File: src/rtl/branch_redirect_ctrl.sv
// Front-end redirect sequencer: turns a resolved taken branch/jump into
// pipeline flushes, a valid/ready redirect to fetch, and a wrong-path
// squash window. Also flags misaligned targets and keeps branch statistics.
module branch_redirect_ctrl #(
    parameter int unsigned FETCH_LAT = 1,
    parameter int unsigned CNT_W     = 16
) (
    input  logic             clk_i,
    input  logic             rst_ni,
    input  logic             ex_valid_i,
    input  logic             ex_is_bj_i,
    input  logic             stall_i,
    input  logic             pc_sel_i,
    input  logic [31:0]      ex_target_i,
    input  logic             fetch_ready_i,
    output logic             redirect_valid_o,
    output logic [31:0]      redirect_pc_o,
    output logic             flush_if_id_o,
    output logic             flush_id_ex_o,
    output logic             misalign_o,
    output logic             busy_o,
    output logic [CNT_W-1:0] bj_count_o,
    output logic [CNT_W-1:0] taken_count_o
);

    typedef enum logic [1:0] {
        IDLE,
        REDIR,
        SETTLE
    } state_t;

    state_t     state_q, state_d;
    logic [2:0] settle_q, settle_d;
    logic       resolve;
    logic       target_ok;
    logic       take;
    logic       take_misaligned;

    // Resolves only count while IDLE; anything in EX during a redirect is wrong-path.
    assign resolve         = ex_valid_i & ex_is_bj_i & ~stall_i & (state_q == IDLE);
    assign target_ok       = (ex_target_i[1:0] == 2'b00);
    assign take            = resolve & pc_sel_i & target_ok;
    assign take_misaligned = resolve & pc_sel_i & ~target_ok;

    // State and settle-counter register.
    always_ff @(posedge clk_i) begin
        if (!rst_ni) begin
            state_q  <= IDLE;
            settle_q <= '0;
        end else begin
            state_q  <= state_d;
            settle_q <= settle_d;
        end
    end

    // Next-state logic and flush/handshake outputs.
    always_comb begin
        state_d          = state_q;
        settle_d         = settle_q;
        redirect_valid_o = 1'b0;
        flush_if_id_o    = 1'b0;
        flush_id_ex_o    = 1'b0;
        busy_o           = 1'b0;
        unique case (state_q)
            IDLE: begin
                if (take) begin
                    state_d       = REDIR;
                    flush_if_id_o = 1'b1;
                    flush_id_ex_o = 1'b1;
                end
            end
            REDIR: begin
                redirect_valid_o = 1'b1;
                flush_if_id_o    = 1'b1;
                busy_o           = 1'b1;
                if (fetch_ready_i) begin
                    if (FETCH_LAT > 0) begin
                        state_d  = SETTLE;
                        settle_d = 3'(FETCH_LAT);
                    end else begin
                        state_d = IDLE;
                    end
                end
            end
            SETTLE: begin
                flush_if_id_o = 1'b1;
                busy_o        = 1'b1;
                if (settle_q <= 3'd1) begin
                    state_d  = IDLE;
                    settle_d = '0;
                end else begin
                    settle_d = settle_q - 3'd1;
                end
            end
            default: begin
                state_d  = IDLE;
                settle_d = '0;
            end
        endcase
        // Flushes must not fire while the core is being reset.
        flush_if_id_o = flush_if_id_o & rst_ni;
        flush_id_ex_o = flush_id_ex_o & rst_ni;
    end

    // Redirect target capture and misalignment pulse.
    always_ff @(posedge clk_i) begin
        if (!rst_ni) begin
            redirect_pc_o <= '0;
            misalign_o    <= 1'b0;
        end else begin
            if (take) begin
                redirect_pc_o <= ex_target_i;
            end
            misalign_o <= take_misaligned;
        end
    end

    // Saturating branch statistics.
    always_ff @(posedge clk_i) begin
        if (!rst_ni) begin
            bj_count_o    <= '0;
            taken_count_o <= '0;
        end else begin
            if (resolve && (bj_count_o != '1)) begin
                bj_count_o <= bj_count_o + 1'b1;
            end
            if ((take || take_misaligned) && (taken_count_o != '1)) begin
                taken_count_o <= taken_count_o + 1'b1;
            end
        end
    end

endmodule
File: config.mk
export PLATFORM = sky130hd
export DESIGN_NAME = branch_redirect_ctrl
export DESIGN_NICKNAME = d
export VERILOG_FILES = /design/src/rtl/branch_redirect_ctrl.sv
export SDC_FILE = /design/constraint.sdc
export NUM_CORES = 1
export LEC_CHECK = 0
export CORE_UTILIZATION = 40
export DETAILED_ROUTE_END_ITERATION = 10
export GPL_ROUTABILITY_DRIVEN = 0
export PLACE_DENSITY = 0.75
export SYNTH_ARGS = -nofsm -noshare
export SYNTH_HDL_FRONTEND = slang
export SYNTH_SLANG_ARGS = --single-unit
export TNS_END_PERCENT = 5
File: constraint.sdc
create_clock -name clk_i -period 1.7 [get_ports clk_i]
set_input_delay 0.34 -clock clk_i [delete_from_list [all_inputs] [get_ports clk_i]]
set_output_delay 0.34 -clock clk_i [all_outputs]
set_load 0.05 [all_outputs]
Word-level counts from Yosys, hierarchy flattened
Cells that the tools add are included.
{"block": "totals", "ramBits": 0, "output_inout_bits": 69, "mem_count": 0, "input_bits": 39, "ff_bits": 70, "latchBits": 0, "elab_cells": 48, "rom_bits": 0}
{"block": "classes", "shifts": 0, "div": 0, "magnitude_cmp": 1, "multipliers": 0, "reduce_logical": 8, "mux": 12, "addsub": 3, "eq_ne": 7, "bitwise": 11}
{"op": "$add 16x1->16 const B", "n": 2}
{"op": "$ne 16x16->1 const B", "n": 2}
{"op": "$pmux 3 s3", "n": 1}
{"op": "$and 1x1->1", "n": 8}
{"op": "$mux 2", "n": 3}
{"op": "$mux 3", "n": 2}
{"op": "$ne 2x2->1 const B", "n": 3}
{"op": "$pmux 2 s3", "n": 1}
{"op": "$logic_not 2->1", "n": 2}
{"op": "$mux 1", "n": 4}
{"op": "$le 3x1->1 const B", "n": 1}
{"op": "$not 1->1", "n": 3}
{"op": "$reduce_and 3->1", "n": 1}
{"op": "$sub 3x1->3 const B", "n": 1}
{"op": "$eq 2x1->1 const B", "n": 1}
{"op": "$eq 2x2->1 const B", "n": 1}
{"op": "$logic_and 1x1->1", "n": 2}
{"op": "$pmux 1 s2", "n": 1}
{"op": "$reduce_and 2->1", "n": 1}
{"op": "$reduce_or 2->1", "n": 1}
{"op": "$logic_or 1x1->1", "n": 1}

Longest topological paths before layout
{"block": "logic_depth", "ltp_word": 8, "depth_mapped": 9, "depth_no_buf": 7}

Worst setup path after synthesis
OpenSTA, ideal clock, no wires.
{"block": "synth_path", "kind": "reg2out", "from": "reg state_q[0]", "to": "out flush_if_id_o", "path_buffers": 2, "arrival_time_ps": 2526, "required_ps": 1360, "slack_ps": -1166, "path_stages_with_launch": 10, "cell_sequence": "dfxtp_1 -> inv_1 -> ha_1 -> and4b_1 -> buf_4 -> nand2_2 -> nor3_2 -> buf_2 -> nor2_1 -> nor3_1"}
{"block": "synth_between", "elab_chain_cells": 7, "word_cells_on_any_way": 10, "cone_classes": "eq/ne: 2; mux: 2; bitwise: 4; reduce/logical: 2"}
{"item": "start, declared", "line": "32", "source": "state_t state_q, state_d;"}
{"item": "start signal, assigned", "line": "51", "source": "state_q <= state_d;"}
{"item": "$logic_not 2->1", "line": "40, 64"}
{"item": "$and 1x1->1", "line": "40", "source": "assign resolve = ex_valid_i & ex_is_bj_i & ~stall_i & (state_q == IDLE);"}
{"item": "$and 1x1->1 (2 in series)", "line": "42", "source": "assign take = resolve & pc_sel_i & target_ok;"}
{"item": "$mux 1", "line": "66", "source": "if (take) begin"}
{"item": "$pmux 1 s2 *", "line": "64", "source": "unique case (state_q)"}
{"item": "$and 1x1->1 *", "line": "101", "source": "flush_if_id_o = flush_if_id_o & rst_ni;"}
{"item": "end, declared", "line": "18", "source": "output logic flush_if_id_o,"}
Mark *: on every way between the ends. The rest lies on a longest branch, timed or not.

Worst setup path in the final report
Same ends and word-level chain as after synthesis.

==> flow_metrics.py <==
metrics = {
    "status": {
        "status": "complete, but fails checks",
        "violations": "setup timing",
    },
    "sta": {
        "max_freq_mhz": 478,
        "fin_crit_sh": 1.23,
        "finalCriticalPeriod_ns": 2.09,
        "drv_slew": 0,
        "grt_setup_unrepaired": "true",
        "finalSetupViolations": 20,
        "hold_violations": 0,
        "postLayoutSetupSlackWorst_ns": -0.390,
        "slew_headroom": 0.713,
        "finalClockSkew_ns": 0.0154,
        "tightest_slew_ns": 0.427,
        "tns_ns": -1.85,
    },
    "synthesis": {
        "synth-edff-count": 0,
        "avgSynthCellArea_um2": 8.42,
        "synth_top_area_frac": 0.448,
        "yosys.area.top_type": "dfxtp_1",
        "synth_top_family_by_area": "simple AND/OR/NAND/NOR gates",
        "synth_warnings": 0,
        "netlist_area_um2": 3130,
        "async_flop_share": 0,
        "synth_area_leaders": "dfxtp_1, nand2_1, a21oi_1",
        "synthCells": 372,
        "synth.most_common_cell": "nand2_1",
        "synth-compound-area-share": 0.148,
        "synth_xor_area_frac": 0.0420,
        "yosys.area_share.simple": 0.280,
        "synth_nets": 420,
        "ys_seq_area_frac": 0.448,
        "ys_top_cells_by_count": "nand2_1, dfxtp_1, a21oi_1",
        "synth_mux_area_frac": 0.00639,
        "yosys.area_share.adder": 0.0360,
        "ys_types": 52,
        "synth_seq_cells": 70,
        "ys.flop_type": "dfxtp_1",
    },
    "layout": {
        "areaGrowthSynthToFinish_pct": 54.0,
        "multi_input_area_um2": 1700,
        "num-fill-cells": 624,
        "diodes": 0,
        "drive_above_1_share": 0.337,
        "num-nets-final": 571,
        "fin_area_um2": 4820,
        "final_util": 0.651,
        "register_area_um2": 1450,
    },
    "routing": {
        "wl_per_cell_um": 13.1,
        "drt-initial-drc-count": 122,
        "dr.max_layer_used": "met4",
        "dr_total_vias": 3157,
        "m1WireLength_um": 3830,
        "viasPerCell": 5.04,
        "dr_wl_met3_um": 555,
        "met2WireLength_um": 3780,
        "postRouteAntennaNets": 0,
        "drt_first_pass_iters": 4,
        "wirelength_um": 8240,
        "drc": 0,
    },
    "worst_setup_path": {
        "rrSetupSlack_ns": -0.17,
        "crit_path_max_fanout": 2,
        "path_class": "register to primary output",
        "startpoint_type": "register",
        "rr_endpoint": "bj_count_o[13]",
        "endpoint_kind": "primary output",
        "ff2ff_path_depth": 7,
        "reg2reg_from": "state_q[0]",
        "crit_path_end": "flush_if_id_o",
        "critical_path_arrival_ns": 1.75,
        "crit_start": "state_q[0]",
        "cp.required_ns": 1.36,
    },
    "cts": {
        "clk_latency_ns": 0.34,
        "ctsHoldBuffers": 0,
        "cts_buffers": 9,
        "clk_pin_slew_ns": 0.07,
        "cts.sinks": 70,
        "cts_tree": "built",
        "clockBufferDepth": 2,
        "htreeDepth": 3,
        "cts-root-buf": "clkbuf_8",
    },
    "global_routing": {
        "grt_usage": 0.203,
        "grt_remaining_overflow": 0,
        "grt_max_degree": 34,
        "antenna_found_initial": 0,
        "grt_pass1_wl_um": 13600,
        "grt_pass1_vias": 2823,
    },
    "pwr": {
        "power_density_nw_per_um2": 815,
        "vdd_drop_max_mv": 0.518,
        "p_leak_nw": 1.93,
        "power_mw": 3.93,
    },
    "die": {
        "die_height_um": 90.5,
        "placementRows": 31,
        "initial_utilization": 0.423,
        "die_w_um": 90.5,
        "dieArea_um2": 8180,
        "top_level_ports": 108,
        "core_region_area_um2": 7410,
    },
    "place": {
        "pre_cts_ws_ns": -0.441,
        "placed_cell_area_um2": 4550,
        "numPortBuffers": 107,
        "dp_hpwl_um": 6070,
    },
    "run": {
        "drv_cap": 0,
    },
    "worst_hold_path": {
        "hp-class": "register to register",
    },
}
[timing repair]
action	in CTS	in global routing
endpoints found under the setup margin	25	61
pin swaps	11	2
cloned	0	0
resized for setup	7	13
setup buffers	2	0
[power by group]
part / internal [mW] / total, mW / switching (mW) / leakage, nW
clock network: 0.569 / 1.18 / 0.608 / 0.0893
logic: 0.516 / 1.07 / 0.558 / 1.27
registers: 1.66 / 1.68 / 0.0192 / 0.575
[worst min-delay path by stage]
stage                                 start                 to  slack [ns]  cells past startpoint
after floorplan                 settle_q[1]        settle_q[1]        0.46                      2
after global placement    redirect_pc_o[13]  redirect_pc_o[13]        0.44                      2
after detailed placement  redirect_pc_o[13]  redirect_pc_o[13]        0.45                      2
after CTS                 redirect_pc_o[13]  redirect_pc_o[13]        0.46                      2
after global routing      redirect_pc_o[19]  redirect_pc_o[19]        0.47                      2
final                     redirect_pc_o[13]  redirect_pc_o[13]        0.45                      2
[routing by layer]
layer,global-route usage,vias to the layer above
met4,0.0524,0
met5,0,-
met1,0.270,1440
met2,0.325,110
met3,0.0547,5
li1,-,1602
[cell families (layout without fill, tap and decap cells)]
| family | Yosys count | in the layout |
|---|---|---|
| fa+ha+maj | 9 | 9 |
| mux | 2 | 2 |
| xor+xnor | 15 | 15 |
| buf+inv | 27 | 183 |
| simple gates | 173 | 173 |
| flops | 70 | 70 |
| compound gates | 76 | 76 |
[state kept, by name, indices dropped and copies added (netlist names)]
name           count
bj_count_o        16
misalign_o         1
taken_count_o     16
state_q            2
settle_q           3
redirect_pc_o     32
[critical path, stage by stage, from the launching register on]
cell and delay, ns:
dfxtp_2 0.32, inv_2 0.07, ha_4 0.15, and4b_1 0.22, nand2_2 0.08, nor3_4 0.18
nor2_2 0.08, nor3_4 0.15, buf_12 0.16
[cells in the final DEF, fill, tap and decap left out, drive strengths merged, types with 4 or more instances in the layout]
master           n
or3              5
clkbuf          11
inv             11
nand2           84
ha               9
nor3            10
and3             5
dfxtp           70
and4             4
clkinv           4
nand3           18
clkdlybuf4s50   38
nor2            23
a21oi           42
o31ai            5
nand4            4
xnor2           13
o21ai           12
buf            118
nor4             8
[through the flow]
| stage | std cells | hold slack (ns) |
|---|---|---|
| 3_3_place_gp | 609 | 0.439 |
| 2_1_floorplan | 372 | 0.462 |
| 6_report | 627 | 0.454 |
| 3_5_place_dp | 609 | 0.445 |
| 5_1_grt | 627 | 0.469 |
| 4_1_cts | 627 | 0.455 |
[layout make-up]
cell class / instances / area share
Tap cell: 99 / 0.0257
Clock buffer: 11 / 0.0293
Multi-Input combinational cell: 275 / 0.353
Clock inverter: 5 / 0.00727
Inverter: 11 / 0.00856
Timing Repair Buffer: 156 / 0.277
Sequential cell: 70 / 0.300
Power figures use the tool's default switching activity.
